==> src/rtl/aes_state_unloader.sv <==
// Captures the column-major AES state, transposes it to message order and streams 16 bytes.
// Optional sticky overrun flag is built only when AES_UNLOAD_OVERRUN_EN is defined.
module aes_state_unloader #(
    parameter int BLOCK_BYTES = 16,
    parameter int GAP_CYCLES  = 0
) (
    input  logic         CLOCK_50,
    input  logic         reset,
    input  logic         load,
    input  logic [0:127] stateIn,
    output logic [0:127] messageOut,
    output logic [7:0]   tx_data,
    output logic         tx_valid,
    input  logic         tx_ready,
    output logic         tx_last,
    output logic         busy,
    output logic         overrun
);

    localparam logic [3:0] LAST_IDX = 4'(BLOCK_BYTES - 1);
    localparam logic [7:0] GAP_LAST = 8'((GAP_CYCLES > 0) ? GAP_CYCLES - 1 : 0);
    localparam bit         GAP_EN   = (GAP_CYCLES > 0);

    typedef enum logic [1:0] {IDLE, SEND, GAP} state_t;

    state_t       state_q, state_d;
    logic [0:127] msg_q, msg_d;
    logic [3:0]   idx_q, idx_d;
    logic [7:0]   gap_q, gap_d;
    logic [7:0]   data_q, data_d;
    logic         valid_q, valid_d;
    logic         last_q, last_d;
    logic         busy_q, busy_d;

    logic [0:127] cap;
    logic [3:0]   nxt;
    logic         accept;

    // Message byte m comes from state byte 4*(m%4)+m/4; the map is its own inverse.
    function automatic logic [0:127] transpose(input logic [0:127] s);
        logic [0:127] r;
        r = '0;
        for (int m = 0; m < 16; m++) begin
            r[8*m +: 8] = s[8*(4*(m%4) + m/4) +: 8];
        end
        return r;
    endfunction

    always_comb begin
        state_d = state_q;
        msg_d   = msg_q;
        idx_d   = idx_q;
        gap_d   = gap_q;
        data_d  = data_q;
        valid_d = valid_q;
        last_d  = last_q;
        busy_d  = busy_q;
        cap     = transpose(stateIn);
        accept  = valid_q && tx_ready;
        nxt     = 4'(idx_q + 4'd1);
        unique case (state_q)
            IDLE: begin
                if (load) begin
                    msg_d   = cap;
                    idx_d   = '0;
                    data_d  = cap[0:7];
                    valid_d = 1'b1;
                    last_d  = 1'b0;
                    busy_d  = 1'b1;
                    state_d = SEND;
                end
            end
            SEND: begin
                if (accept) begin
                    if (idx_q == LAST_IDX) begin
                        state_d = IDLE;
                        idx_d   = '0;
                        valid_d = 1'b0;
                        last_d  = 1'b0;
                        busy_d  = 1'b0;
                    end else begin
                        idx_d = nxt;
                        if (GAP_EN) begin
                            state_d = GAP;
                            gap_d   = '0;
                            valid_d = 1'b0;
                            last_d  = 1'b0;
                        end else begin
                            data_d = msg_q[{nxt, 3'b000} +: 8];
                            last_d = (nxt == LAST_IDX);
                        end
                    end
                end
            end
            GAP: begin
                if (gap_q == GAP_LAST) begin
                    state_d = SEND;
                    gap_d   = '0;
                    valid_d = 1'b1;
                    data_d  = msg_q[{idx_q, 3'b000} +: 8];
                    last_d  = (idx_q == LAST_IDX);
                end else begin
                    gap_d = 8'(gap_q + 8'd1);
                end
            end
            default: state_d = IDLE;
        endcase
    end

    always_ff @(posedge CLOCK_50) begin
        if (reset) begin
            state_q <= IDLE;
            msg_q   <= '0;
            idx_q   <= '0;
            gap_q   <= '0;
            data_q  <= '0;
            valid_q <= 1'b0;
            last_q  <= 1'b0;
            busy_q  <= 1'b0;
        end else begin
            state_q <= state_d;
            msg_q   <= msg_d;
            idx_q   <= idx_d;
            gap_q   <= gap_d;
            data_q  <= data_d;
            valid_q <= valid_d;
            last_q  <= last_d;
            busy_q  <= busy_d;
        end
    end

`ifdef AES_UNLOAD_OVERRUN_EN
    logic overrun_q, overrun_d;

    always_comb overrun_d = overrun_q | (load & busy_q);

    always_ff @(posedge CLOCK_50) begin
        if (reset) overrun_q <= 1'b0;
        else       overrun_q <= overrun_d;
    end

    assign overrun = overrun_q;
`else
    assign overrun = 1'b0;
`endif

    assign messageOut = msg_q;
    assign tx_data    = data_q;
    assign tx_valid   = valid_q;
    assign tx_last    = last_q;
    assign busy       = busy_q;

endmodule
==> config.mk <==
export PLATFORM = sky130hd
export DESIGN_NAME = aes_state_unloader
export DESIGN_NICKNAME = d
export VERILOG_FILES = /design/src/rtl/aes_state_unloader.sv
export SDC_FILE = /design/constraint.sdc
export NUM_CORES = 1
export LEC_CHECK = 0
export CAP_MARGIN = 20
export CORE_ASPECT_RATIO = 1.2
export CORE_MARGIN = 2
export CORE_UTILIZATION = 39
export CTS_BUF_LIST = sky130_fd_sc_hd__clkbuf_8
export DETAILED_ROUTE_END_ITERATION = 10
export GPL_ROUTABILITY_DRIVEN = 0
export PLACE_DENSITY = 0.8
export SYNTH_ARGS = -nofsm -noshare
export SYNTH_HDL_FRONTEND = slang
export SYNTH_SLANG_ARGS = --single-unit
==> constraint.sdc <==
create_clock -name CLOCK_50 -period 2.4 [get_ports CLOCK_50]
set_input_delay 0.24 -clock CLOCK_50 [delete_from_list [all_inputs] [get_ports CLOCK_50]]
set_output_delay 0.24 -clock CLOCK_50 [all_outputs]
set_load 0.05 [all_outputs]
==> key figures, run 1 <==
Yosys
  • Cell Area, Synth: 0.00612 mm2
  • Post-Syn Instances: 726
  • Post-synth top flop: sky130_fd_sc_hd__dfxtp_1
  • Number of different library cells in the post-synthesis netlist: 33
  • Total of flip-flops plus latches after synthesis: 142
  • Ranking of synthesized cells by area: sky130_fd_sc_hd__dfxtp_1 46%, sky130_fd_sc_hd__nand2_1 16%, sky130_fd_sc_hd__a21oi_1 13%
  • Portion of synthesized cell area occupied by the leading cell type: 0.464
  • Post-Synthesis Mean Instance Area: 8.44 um2
  • Cell type with the highest aggregate area in the netlist: sky130_fd_sc_hd__dfxtp_1
  • Mapped Nets: 860
  • Synthesis warning total: 0
  • Number of flops mapped to enable cells by yosys: 0
  • Most numerous cell in the Yosys netlist: sky130_fd_sc_hd__nand2_1
  • Most frequent cells after synthesis: 261 x sky130_fd_sc_hd__nand2_1, 153 x sky130_fd_sc_hd__a21oi_1, 142 x sky130_fd_sc_hd__dfxtp_1
  • Fraction of registers with async set/reset: 0
  • Part of the Yosys area used for sequential elements: 0.464

Worst setup path
  • Critical path cell sequence: buf_4 -> ha_1 -> and2b_1 -> a21oi_2 -> o21ai_2 -> a222oi_1 -> a21oi_1
  • Worst-path cell with the longest stage delay: sky130_fd_sc_hd__a222oi_1
  • Critical Path Sink: tx_data[6]$_SDFFE_PP0P_
  • Sort of element at the end of the critical path: flip-flop
  • Worst R2R End: tx_data[6]$_SDFFE_PP0P_
  • Reg-to-reg critical path startpoint: idx_q[0]$_SDFFE_PP0P_
  • Critical Path Source Type: flip-flop
  • Largest fanout on the critical path: 12
  • Slowest stage delay, CP: 0.38 ns
  • Type of the setup path with the least slack: reg -> reg
  • Arrival time reported for the critical path endpoint: 2.39 ns
  • Critical path launch point: idx_q[0]$_SDFFE_PP0P_
  • Data required time at the worst endpoint: 2.73 ns
  • Setup slack, reg-to-reg: 0.33 ns
  • Worst r2r path cells: 7

Global routing
  • GR Util All Layers: 0.248
  • First-pass GRT wire length: 32,300 um
  • Antenna violations before repair: 0
  • Via count of the first global-routing pass: 5,883
  • Maximum number of pins on one net before global-route repair: 56
  • Remaining Overflow, GRT: 0

Clock tree
  • Clock root buffer master: sky130_fd_sc_hd__clkbuf_8
  • Skew-Pair Late Insertion Delay: 0.45 ns
  • TritonCTS Sinks: 142
  • Clock-pin slew of the registers on the worst-case setup and hold paths: 0.08 ns
  • Count of hold buffers inserted by post-cts repair: 0
  • Max Buffers Root-to-Sink: 2
  • Post-CTS setup buffers: 0
  • CTS H-Tree Depth: 4
  • TritonCTS clock tree: yes
  • Number of gates given a new drive strength after cts: 0
  • CTS buffer count: 17

Min path
  • Number of cells on the worst hold path: 2
  • HP Start: reset
  • Min-delay worst type: in -> reg

Pwr
  • Reported leakage power: 3.48 nW
  • Pint: 4.24 mW
  • Sw Share: 0.329
  • Net Sw Power: 2.08 mW
  • Total power per unit cell area: 674 mW/mm2
  • Clock network fraction of design power: 0.323
  • Sequential share of power: 0.416
  • Post-layout total power: 6.33 mW
  • Maximum vdd ir drop: 0.417 mV
  • Combinational fraction of design power: 0.261

STA
  • Final number of hold-violating endpoints: 0
  • Count of final max-slew check failures: 0
  • Peak Freq: 484 MHz
  • Setup tns final: 0 ns
  • Max Clock Skew: 0.0167 ns
  • Relative slew slack: 0.578
  • Minimum clock period: 2.07 ns
  • Setup Viol. Count Final: 0
  • Final critical-path share of the clock period: 0.861
  • Worst Max-Slew Pin Slew: 0.633 ns
  • Setup repair after global routing missed its margin: false

Floorplanning
  • Total I/O pin count: 272
  • Floorplan core area: 0.0155 mm2
  • Die span in y: 141 um
  • Area of the die: 0.0167 mm2
  • Number of placement rows: 50
  • Chip Width: 118 um
  • Effective utilization at floorplan: 0.395

Final layout
  • Fillers: 1,406
  • Share of post-route cells with drive strength above 1: 0.0837
  • # nets final: 1,101
  • Number of diodes added for antenna fixing: 0
  • Area added between synthesis and finish: 53.4%

Drt
  • Routed wire per std cell: 17.7 um
  • Remaining antenna violation count after routing: 0
  • Drt via density: 5.18
  • DRC Markers: 0
  • Wire length reported by the detailed router: 21,000 um
  • Iteration count of the initial detailed-routing pass: 5
  • Detailed Route Iter0 Violations: 595
  • Detailed-route via count: 6,157

Outcome
  • Status: complete, no violations

Run
  • # Max-Cap Violations: 0

Placed design
  • Input/output buffers: 270
  • Post-DP HPWL: 15,500 um
## stage by stage
stage          hold WS (ns)  cell area, um2  instances  setup WS [ns]   util
2_1_floorplan         0.376            6120        726         0.0264      -
3_3_place_gp          0.452            8970       1156          0.464  0.578
3_5_place_dp          0.459            8970       1156          0.341  0.578
4_1_cts               0.257            9390       1188          0.337  0.605
5_1_grt               0.289            9390       1188          0.147  0.605
6_report              0.298            9390       1188          0.333  0.605
## worst max-delay path, delay by kind of cell, from the launching register on
| kind | cells | cell delay (ns) |
|---|---|---|
| simple gates | 1 | 0.24 |
| flops | 1 | 0.35 |
| buf+inv | 1 | 0.22 |
| compound gates | 4 | 0.84 |
| fa+ha+maj | 1 | 0.29 |
## sequential cells by signal (all words and copies together) (netlist names)
| name | flops |
|---|---|
| tx_valid | 1 |
| messageOut | 128 |
| tx_last | 1 |
| tx_data | 8 |
| idx_q | 4 |
## cell type report
cell class                 count  area (um2)  share of cell area
sequential                   142        2840               0.303
tap                          208         260              0.0277
inverter                      10        37.5             0.00400
timing repair buffer         284        2860               0.305
clock buffer                  19         262              0.0278
clock inverter                13         161              0.0172
multi-input combinational    512        2970               0.316
## cells by family after synthesis
kind of cell | after synthesis | share of synthesized area
AOI/OAI and AO/OA | 184 | 0.164
xor gates and xnor gates | 1 | 0.00143
adders and majority gates | 2 | 0.00409
buffers and inverters | 72 | 0.0539
DFF | 142 | 0.464
muxes | 32 | 0.122
other | 1 | 0.000612
and+or+nand+nor | 292 | 0.189
## worst min path at each step
stage                                         to  slack (ns)
floorplan            messageOut[33]$_SDFFE_PP0P_        0.38
global placement     messageOut[44]$_SDFFE_PP0P_        0.45
detailed placement  messageOut[113]$_SDFFE_PP0P_        0.46
CTS                        idx_q[0]$_SDFFE_PP0P_        0.26
global route         messageOut[98]$_SDFFE_PP0P_        0.29
finish               messageOut[96]$_SDFFE_PP0P_        0.30
## metal layers
metal  share of wire  wire, um  global-route usage  vias up
met5               0         0                   0        -
met4           0.036       748               0.118        0
met3           0.080      1670              0.0736       45
met2            0.50     10400               0.412      278
met1            0.39      8160               0.296     2868
li1                -         -                   -     2966
## power by group through the flow
| stage | Clock (mW) | Combinational, mW | Sequential, mW |
|---|---|---|---|
| 5_1_grt | 2.19 | 1.74 | 2.65 |
| 2_1_floorplan | 0 | 0.472 | 3.17 |
| 3_3_place_gp | 0 | 1.64 | 2.68 |
| 4_1_cts | 2.09 | 1.66 | 2.63 |
| 3_5_place_dp | 0 | 1.65 | 2.69 |
| 6_report | 2.04 | 1.65 | 2.63 |
## layout by cell type (no fill, tap or decap), types with 3 or more instances in the layout
master / n
sky130_fd_sc_hd__a211o_1: 8
sky130_fd_sc_hd__a21oi_1: 153
sky130_fd_sc_hd__a222oi_1: 8
sky130_fd_sc_hd__buf_12: 5
sky130_fd_sc_hd__buf_4: 12
sky130_fd_sc_hd__bufinv_16: 3
sky130_fd_sc_hd__clkbuf_8: 19
sky130_fd_sc_hd__clkdlybuf4s50_1: 267
sky130_fd_sc_hd__clkinv_2: 3
sky130_fd_sc_hd__clkinvlp_4: 4
sky130_fd_sc_hd__dfxtp_1: 141
sky130_fd_sc_hd__inv_1: 10
sky130_fd_sc_hd__mux4_1: 7
sky130_fd_sc_hd__mux4_2: 25
sky130_fd_sc_hd__nand2_1: 261
sky130_fd_sc_hd__nand4_1: 4
sky130_fd_sc_hd__nor2_1: 4
sky130_fd_sc_hd__nor3_1: 10
sky130_fd_sc_hd__o21ai_0: 9
sky130_fd_sc_hd__o21ai_2: 3
Power figures use the tool's default switching activity.
==> run 2, diff against run 1 <==
CTS_CLUSTER_DIAMETER = 200   (was unset)
==> results of run 2 <==
Final layout, timing and power as in run 1 (identical DEF).
==> run 3, diff against run 2 <==
ABC_CLOCK_PERIOD_IN_PS = 2400   (was unset)
==> results of run 3 <==
Final layout, timing and power as in run 1 (identical DEF).
